==> config.mk <==
export PLATFORM = sky130hd
export DESIGN_NAME = scan_chain_programmer_flat
export DESIGN_NICKNAME = d
export VERILOG_FILES = /design/src/rtl/scan_chain_programmer_pkg.sv /design/src/rtl/scan_chain_programmer_if.sv /design/src/rtl/scan_chain_programmer_serializer.sv /design/src/rtl/scan_chain_programmer.sv /design/src/flat_wrapper.sv
export SDC_FILE = /design/constraint.sdc
export NUM_CORES = 1
export LEC_CHECK = 0
export CORE_MARGIN = 4
export CORE_UTILIZATION = 55
export CTS_CLUSTER_DIAMETER = 30
export DETAILED_ROUTE_END_ITERATION = 10
export PLACE_DENSITY = 0.8
export SKIP_LAST_GASP = 1
export SLEW_MARGIN = 30
export SYNTH_ARGS = -nofsm -noshare
export SYNTH_HDL_FRONTEND = slang
export SYNTH_SLANG_ARGS = --single-unit
export TNS_END_PERCENT = 5
==> constraint.sdc <==
create_clock -name scan_clk -period 2.8 [get_ports scan_clk]
set_clock_uncertainty 0.15 [all_clocks]
set_input_delay 0.56 -clock scan_clk [delete_from_list [all_inputs] [get_ports scan_clk]]
set_output_delay 0.56 -clock scan_clk [all_outputs]
set_load 0.01 [all_outputs]
==> src/rtl/scan_chain_programmer_pkg.sv <==
// Shared FSM encoding, mode constants and sizing helper for the scan-chain programmer.
package scan_cfg_pkg;

    localparam logic [1:0] ST_IDLE = 2'd0;
    localparam logic [1:0] ST_LOAD = 2'd1;
    localparam logic [1:0] ST_READ = 2'd2;
    localparam logic [1:0] ST_DONE = 2'd3;

    localparam logic MODE_LOAD = 1'b0;
    localparam logic MODE_READ = 1'b1;

    // Number of host words that cover the whole chain (ceiling division).
    function automatic int unsigned words_needed(input int unsigned chain_len, input int unsigned word_w);
        return (chain_len + word_w - 32'd1) / word_w;
    endfunction

endpackage

==> src/rtl/scan_chain_programmer_if.sv <==
// Host-side request, write-word and read-word handshakes of the scan-chain programmer.
interface scan_chain_programmer_if #(parameter int WORD_WIDTH = 8) ();
    import scan_cfg_pkg::*;

    logic                  start;
    logic                  mode;
    logic [WORD_WIDTH-1:0] wr_data;
    logic                  wr_valid;
    logic                  wr_ready;
    logic [WORD_WIDTH-1:0] rd_data;
    logic                  rd_valid;
    logic                  rd_ready;

    modport master (
        output start, mode, wr_data, wr_valid, rd_ready,
        input  wr_ready, rd_data, rd_valid
    );

    modport slave (
        input  start, mode, wr_data, wr_valid, rd_ready,
        output wr_ready, rd_data, rd_valid
    );

endinterface

==> src/rtl/scan_chain_programmer_serializer.sv <==
// Parallel-load, LSB-first word serializer with a count of bits still to shift.
module scan_word_serializer #(
    parameter  int WORD_WIDTH = 8,
    localparam int BL_W       = $clog2(WORD_WIDTH + 1)
) (
    input  logic                  clk_i,
    input  logic                  rst_i,
    input  logic                  clear_i,
    input  logic                  load_i,
    input  logic [WORD_WIDTH-1:0] data_i,
    input  logic                  shift_i,
    input  logic                  flush_i,
    output logic                  bit_o,
    output logic [BL_W-1:0]       bits_left_o
);

    logic [WORD_WIDTH-1:0] shreg_q, shreg_d;
    logic [BL_W-1:0]       bits_left_q, bits_left_d;

    // Next-state: a load overrides a simultaneous shift of the old word's last bit.
    always_comb begin
        shreg_d     = shreg_q;
        bits_left_d = bits_left_q;
        if (clear_i) begin
            shreg_d     = '0;
            bits_left_d = '0;
        end else if (load_i) begin
            shreg_d     = data_i;
            bits_left_d = BL_W'(WORD_WIDTH);
        end else if (shift_i) begin
            shreg_d     = {1'b0, shreg_q[WORD_WIDTH-1:1]};
            bits_left_d = flush_i ? '0 : (bits_left_q - BL_W'(1));
        end else begin
            shreg_d     = shreg_q;
            bits_left_d = bits_left_q;
        end
    end

    // State registers.
    always_ff @(posedge clk_i or posedge rst_i) begin
        if (rst_i) begin
            shreg_q     <= '0;
            bits_left_q <= '0;
        end else begin
            shreg_q     <= shreg_d;
            bits_left_q <= bits_left_d;
        end
    end

    assign bit_o       = shreg_q[0];
    assign bits_left_o = bits_left_q;

endmodule

==> src/rtl/scan_chain_programmer.sv <==
// Loads or non-destructively reads back the fabric configuration scan chain from host words.
module scan_chain_programmer
    import scan_cfg_pkg::*;
#(
    parameter  int CHAIN_LENGTH = 64,
    parameter  int WORD_WIDTH   = 8,
    localparam int CNT_W        = $clog2(CHAIN_LENGTH + 1)
) (
    input  logic                      scan_clk,
    input  logic                      rst,
    scan_chain_programmer_if.slave    host,
    output logic                      chain_scan_en,
    output logic                      chain_scan_in,
    input  logic                      chain_scan_out,
    output logic                      busy,
    output logic                      done,
    output logic [CNT_W-1:0]          bit_count
);

    localparam int WORDS = words_needed(CHAIN_LENGTH, WORD_WIDTH);
    localparam int WA_W  = $clog2(WORDS + 1);
    localparam int CC_W  = $clog2(WORD_WIDTH + 1);
    localparam logic [CNT_W-1:0] FULL_CNT = CNT_W'(CHAIN_LENGTH);
    localparam logic [CNT_W-1:0] LAST_CNT = CNT_W'(CHAIN_LENGTH - 1);

    logic [1:0]            state_q, state_d;
    logic [CNT_W-1:0]      bit_cnt_q, bit_cnt_d;
    logic [WA_W-1:0]       words_q, words_d;
    logic [WORD_WIDTH-1:0] col_q, col_d;
    logic [CC_W-1:0]       col_cnt_q, col_cnt_d;
    logic [WORD_WIDTH-1:0] rd_data_q, rd_data_d;
    logic                  rd_valid_q, rd_valid_d;

    logic            ser_clear_s, ser_bit_s;
    logic [CC_W-1:0] ser_left_s;
    logic            load_en_s, read_en_s, wr_ready_s, wr_fire_s;
    logic            col_full_s, can_move_s, move_s, scan_in_s;

    scan_word_serializer #(.WORD_WIDTH(WORD_WIDTH)) u_ser (
        .clk_i       (scan_clk),
        .rst_i       (rst),
        .clear_i     (ser_clear_s),
        .load_i      (wr_fire_s),
        .data_i      (host.wr_data),
        .shift_i     (load_en_s),
        .flush_i     (bit_cnt_q == LAST_CNT),
        .bit_o       (ser_bit_s),
        .bits_left_o (ser_left_s)
    );

    // Shift enables and handshakes; readback stalls only when a full word has nowhere to go.
    always_comb begin
        load_en_s  = (state_q == ST_LOAD) && (ser_left_s != '0);
        wr_ready_s = (state_q == ST_LOAD) && (ser_left_s <= CC_W'(1)) && (words_q < WA_W'(WORDS));
        wr_fire_s  = wr_ready_s && host.wr_valid;
        col_full_s = (col_cnt_q == CC_W'(WORD_WIDTH)) ||
                     ((bit_cnt_q == FULL_CNT) && (col_cnt_q != '0));
        can_move_s = !rd_valid_q || host.rd_ready;
        move_s     = (state_q == ST_READ) && col_full_s && can_move_s;
        read_en_s  = (state_q == ST_READ) && (bit_cnt_q < FULL_CNT) && !(col_full_s && !can_move_s);
        scan_in_s  = 1'b0;
        case (state_q)
            ST_LOAD: scan_in_s = ser_bit_s;
            ST_READ: scan_in_s = chain_scan_out;
            default: scan_in_s = 1'b0;
        endcase
    end

    // Next-state for FSM, counters, collector and read-word register.
    always_comb begin
        state_d     = state_q;
        bit_cnt_d   = bit_cnt_q;
        words_d     = words_q;
        col_d       = col_q;
        col_cnt_d   = col_cnt_q;
        rd_data_d   = rd_data_q;
        rd_valid_d  = rd_valid_q;
        ser_clear_s = 1'b0;

        if ((load_en_s || read_en_s) && (bit_cnt_q < FULL_CNT)) begin
            bit_cnt_d = bit_cnt_q + CNT_W'(1);
        end else begin
            bit_cnt_d = bit_cnt_q;
        end
        if (wr_fire_s) begin
            words_d = words_q + WA_W'(1);
        end else begin
            words_d = words_q;
        end

        if (move_s) begin
            rd_data_d  = col_q;
            rd_valid_d = 1'b1;
            col_d      = '0;
            col_cnt_d  = '0;
        end else if (rd_valid_q && host.rd_ready) begin
            rd_valid_d = 1'b0;
        end else begin
            rd_valid_d = rd_valid_q;
        end
        // Capture lands in the freshly emptied collector when a move happens on the same edge.
        if (read_en_s) begin
            col_d     = col_d | (WORD_WIDTH'(chain_scan_out) << col_cnt_d);
            col_cnt_d = col_cnt_d + CC_W'(1);
        end else begin
            col_cnt_d = col_cnt_d;
        end

        case (state_q)
            ST_IDLE: begin
                if (host.start) begin
                    state_d     = (host.mode == MODE_READ) ? ST_READ : ST_LOAD;
                    bit_cnt_d   = '0;
                    words_d     = '0;
                    col_d       = '0;
                    col_cnt_d   = '0;
                    ser_clear_s = 1'b1;
                end else begin
                    state_d = ST_IDLE;
                end
            end
            ST_LOAD: begin
                if (bit_cnt_q == FULL_CNT) begin
                    state_d = ST_DONE;
                end else begin
                    state_d = ST_LOAD;
                end
            end
            ST_READ: begin
                if ((bit_cnt_q == FULL_CNT) && (col_cnt_q == '0) && can_move_s) begin
                    state_d = ST_DONE;
                end else begin
                    state_d = ST_READ;
                end
            end
            ST_DONE: state_d = ST_IDLE;
            default: state_d = ST_IDLE;
        endcase
    end

    // State registers.
    always_ff @(posedge scan_clk or posedge rst) begin
        if (rst) begin
            state_q    <= ST_IDLE;
            bit_cnt_q  <= '0;
            words_q    <= '0;
            col_q      <= '0;
            col_cnt_q  <= '0;
            rd_data_q  <= '0;
            rd_valid_q <= 1'b0;
        end else begin
            state_q    <= state_d;
            bit_cnt_q  <= bit_cnt_d;
            words_q    <= words_d;
            col_q      <= col_d;
            col_cnt_q  <= col_cnt_d;
            rd_data_q  <= rd_data_d;
            rd_valid_q <= rd_valid_d;
        end
    end

    assign chain_scan_en = load_en_s || read_en_s;
    assign chain_scan_in = scan_in_s;
    assign host.wr_ready = wr_ready_s;
    assign host.rd_data  = rd_data_q;
    assign host.rd_valid = rd_valid_q;
    assign busy          = (state_q != ST_IDLE);
    assign done          = (state_q == ST_DONE);
    assign bit_count     = bit_cnt_q;

endmodule

==> src/flat_wrapper.sv <==
// flat-port wrapper written by rule: the top's interface ports become plain ports
module scan_chain_programmer_flat import scan_cfg_pkg::*;
#(
    parameter  int CHAIN_LENGTH = 64,
    parameter  int WORD_WIDTH   = 8,
    localparam int CNT_W        = $clog2(CHAIN_LENGTH + 1)
)
  (scan_clk, rst, chain_scan_en, chain_scan_in, chain_scan_out, busy, done, bit_count, host_start, host_mode, host_wr_data, host_wr_valid, host_rd_ready, host_wr_ready, host_rd_data, host_rd_valid);
  scan_chain_programmer_if #(.WORD_WIDTH(WORD_WIDTH)) host_i ();
  input  logic scan_clk;
  input  logic rst;
  output logic chain_scan_en;
  output logic chain_scan_in;
  input  logic chain_scan_out;
  output logic busy;
  output logic done;
  output logic [CNT_W-1:0] bit_count;
  input wire logic [$bits(host_i.start)-1:0] host_start;
  input wire logic [$bits(host_i.mode)-1:0] host_mode;
  input wire logic [$bits(host_i.wr_data)-1:0] host_wr_data;
  input wire logic [$bits(host_i.wr_valid)-1:0] host_wr_valid;
  input wire logic [$bits(host_i.rd_ready)-1:0] host_rd_ready;
  output wire logic [$bits(host_i.wr_ready)-1:0] host_wr_ready;
  output wire logic [$bits(host_i.rd_data)-1:0] host_rd_data;
  output wire logic [$bits(host_i.rd_valid)-1:0] host_rd_valid;
  assign host_i.start = host_start;
  assign host_i.mode = host_mode;
  assign host_i.wr_data = host_wr_data;
  assign host_i.wr_valid = host_wr_valid;
  assign host_i.rd_ready = host_rd_ready;
  assign host_wr_ready = host_i.wr_ready;
  assign host_rd_data = host_i.rd_data;
  assign host_rd_valid = host_i.rd_valid;
  scan_chain_programmer #(.CHAIN_LENGTH(CHAIN_LENGTH), .WORD_WIDTH(WORD_WIDTH)) u_core (.scan_clk(scan_clk), .rst(rst), .host(host_i), .chain_scan_en(chain_scan_en), .chain_scan_in(chain_scan_in), .chain_scan_out(chain_scan_out), .busy(busy), .done(done), .bit_count(bit_count));
endmodule
==> results.py <==
metrics = {
    "status": {
        "status": "finished, final reports clean",
    },
    "setup_path": {
        "startpoint": "u_core.state_q[1]$_DFF_PP0_",
        "critical_path.cell_chain": "inv_1 -> ha_1 -> nor4b_2 -> o21a_1 -> clkdlybuf4s50_1",
        "crit_path_end_kind": "output port",
        "worstPathArrival_ns": 1.97,
        "path_delay_family": "buffers and inverters",
        "worstPathRequired_ns": 2.09,
        "critPathSlowestCell": "clkdlybuf4s50_1",
        "max_stage_delay_ns": 0.53,
        "start_kind": "flop",
        "crit_path_max_fanout": 3,
        "timing.critical_path.buf_inv": 2,
        "worstSetupPathType": "flop to output port",
        "reg2reg_from": "u_core.bit_count[0]$_DFF_PP0_",
    },
    "clocking": {
        "cts_tree": "built",
        "cts_sinks": 46,
        "clk_pin_slew_ns": 0.09,
        "cts_max_level": 2,
        "numCtsBuffers": 5,
        "post_cts_buffers": 0,
        "cts_buffer_depth": 2,
        "clockRootBuffer": "clkbuf_8",
        "clk_latency_ns": 0.31,
    },
    "logic_synthesis": {
        "ys_seq_area_frac": 0.441,
        "synth_cells": 261,
        "yosysWarningCount": 0,
        "synth_edf_count": 0,
        "syn_area_um2": 2610,
        "synth_flop_cell": "dfrtp_1",
        "synth_xor_area_frac": 0.0101,
        "syn_nets": 288,
        "synth_adder_area_share": 0.0576,
        "syn_avg_cell_area_um2": 9.99,
        "synthMuxAreaShare": 0.0504,
        "synthDistinctLibCells": 59,
        "async_flop_share": 1.00,
        "synth_top_family_by_area": "simple AND/OR/NAND/NOR gates",
        "ys_ff_latch": 46,
        "synth_compound_gate_area_share": 0.186,
        "synthSimpleGateAreaFrac": 0.200,
    },
    "power": {
        "seq_power_share": 0.393,
        "p_sw_w": 0.00102,
        "p_sw_frac": 0.395,
        "pwr-share-comb": 0.436,
        "worst_ir_drop_vdd_mv": 0.549,
        "cellPowerDensity_nw_per_um2": 814,
        "internal_power_w": 0.00156,
        "p_leak_nw": 1.36,
        "p_clk_frac": 0.171,
    },
    "detailed_routing": {
        "drt-vias-per-instance": 5.95,
        "drtIter0Drc": 148,
        "drt_wl_total_um": 5720,
        "first_pass_iters": 4,
        "wl_per_cell_um": 16.0,
        "ant_nets": 0,
        "vias": 2123,
        "drc_errors": 0,
    },
    "sta": {
        "setup_viol": 0,
        "fin_crit_ns": 2.68,
        "fin_crit_sh": 0.957,
        "fmax_ghz": 0.373,
        "whs_ns": 0.360,
        "slew_headroom": 0.550,
        "worst_slack_ns": 0.119,
        "worst_slew_pin_slew_ns": 0.670,
        "hold_violations": 0,
        "drv_slew": 0,
        "rsz0062_at_grt": "true",
    },
    "finish": {
        "nFillCells": 345,
        "area_growth_pct": 21.8,
        "layout.nets": 331,
        "layout_common_cells": "dfrtp_1 (46), clkdlybuf4s50_1 (34), nand2_1 (32)",
        "final_common_cell": "dfrtp_1",
        "fin_cells": 357,
        "drive_gt1_frac": 0.134,
        "antenna_cells": 0,
    },
    "grt": {
        "grt_max_degree": 30,
        "antenna_found_initial": 0,
        "grt_usage": 0.207,
        "overflow": 0,
        "grt_pass1_wl_um": 9980,
        "first_global_vias": 2174,
    },
    "run": {
        "max_cap_violations": 0,
    },
    "floorplan": {
        "start_util": 0.583,
        "die_w_um": 76.9,
        "design.die.area_um2": 5910,
        "core-area_um2": 4470,
        "die_h_um": 76.9,
        "io_pins": 36,
        "num_rows": 24,
    },
    "place": {
        "io_buffers": 35,
        "dp_cells": 349,
        "post-dp-hpwl_um": 4130,
        "place_ws_ns": 0.149,
        "place.gp.congestion": 0.859,
    },
    "worst_hold_path": {
        "hold_start": "u_core.col_q[5]$_DFF_PP0_",
        "hold_path.class": "flop to flop",
    },
}
kinds of logic (layout without fill, tap and decap cells):
kind of cell             after synthesis  count (layout)
AO/OA/AOI/OAI                         61              61
XOR/XNOR                               3               3
adder cells (fa/ha/maj)               12              12
buffers and inverters                 35              79
flip-flops                            46              46
multiplexers                           9               9
AND/OR/NAND/NOR                       95              95
synth_stat cells, types with 2 or more instances:
cell type	number	area, um2
nor2_1	18	67.6
ha_1	12	150
and2_1	2	12.5
o211ai_1	7	52.6
o22ai_1	5	31.3
or4_1	2	15.0
nor2b_1	2	12.5
dfrtp_1	46	1150
nand2b_1	3	18.8
clkbuf_1	5	18.8
nand3_1	9	45.0
nand2_1	32	120
mux2_4	8	120
o21ai_0	6	30.0
a41oi_1	2	17.5
buf_2	4	20.0
nand4_1	8	50.1
or3_1	2	12.5
a311oi_1	8	70.1
o32ai_1	4	35.0
a21oi_1	7	35.0
xnor2_1	3	26.3
inv_1	24	90.1
o21a_1	2	15.0
nor3_1	5	25.0
nor4_1	2	12.5
routing by layer:
| layer | track usage | routed length, um | share of wire | vias to the layer above |
|---|---|---|---|---|
| met5 | 0 | 0 | 0 | - |
| met4 | 0.0688 | 82 | 0.014 | 0 |
| met3 | 0.0492 | 317 | 0.055 | 9 |
| met2 | 0.347 | 2820 | 0.49 | 54 |
| met1 | 0.262 | 2500 | 0.44 | 1024 |
| li1 | - | - | - | 1036 |
worst reg2reg max path, stage by stage, from the launching register on:
cell,delay [ns]
dfrtp_1,0.44
inv_1,0.10
ha_1,0.21
and4bb_4,0.23
a31oi_4,0.30
nor2_8,0.04
nor2_1,0.10
ha_1,0.15
inv_1,0.05
a211o_1,0.21
a21oi_1,0.13
flip-flops by register name (all words and copies together), names as in the netlist:
register	flops
u_core.host.rd_valid	1
u_core.u_ser.bits_left_o	4
u_core.host.rd_data	8
u_core.words_q	4
u_core.col_cnt_q	4
u_core.col_q	8
u_core.bit_count	7
u_core.u_ser.shreg_q	8
u_core.state_q	2
metrics by stage:
stage	cell area [um2]	power (W)	setup TNS, ns	util
finish	3180	0.00258	0	0.710
global route	3180	0.00279	-0.0407	0.710
CTS	3170	0.00260	0	0.709
detailed placement	3070	0.00216	0	0.687
global placement	3070	0.00212	0	0.687
floorplan	2610	0.00175	0	-
power groups by stage:
stage	Sequential, W	Clock, W	Combinational, W
floorplan	0.00100	0	0.000748
global placement	0.00102	0	0.00110
detailed placement	0.00103	0	0.00113
CTS	0.00101	0.000448	0.00114
global route	0.00104	0.000481	0.00127
finish	0.00102	0.000441	0.00113
timing repair:
item,CTS,global route
hold buffers,0,0
setup endpoints to repair,0,2
resized for setup,0,1
worst paths after layout:
check	end	cells past startpoint	slack, ns
max reg2reg	u_core.col_cnt_q[2]$_DFF_PP0_	10	0.61
max in group asynchronous	u_core.col_cnt_q[0]$_DFF_PP0_	3	1.56
min reg2reg	u_core.host.rd_data[5]$_DFFE_PP0P_	1	0.36
max	host_wr_ready	5	0.12
min in group asynchronous	u_core.u_ser.shreg_q[5]$_DFFE_PP0P_	2	0.42
min	u_core.host.rd_data[5]$_DFFE_PP0P_	1	0.36
layout make-up:
| class | instances | area, um2 | area share |
|---|---|---|---|
| multi-input cells | 180 | 1320 | 0.414 |
| flip-flops and latches | 46 | 1150 | 0.362 |
| repair buffers | 47 | 455 | 0.143 |
| inverters | 24 | 90.1 | 0.0284 |
| clock buffers | 6 | 82.6 | 0.0260 |
| well taps | 52 | 65.1 | 0.0205 |
| clock inverters | 2 | 16.3 | 0.00512 |
(Power assumes the default switching activity.)
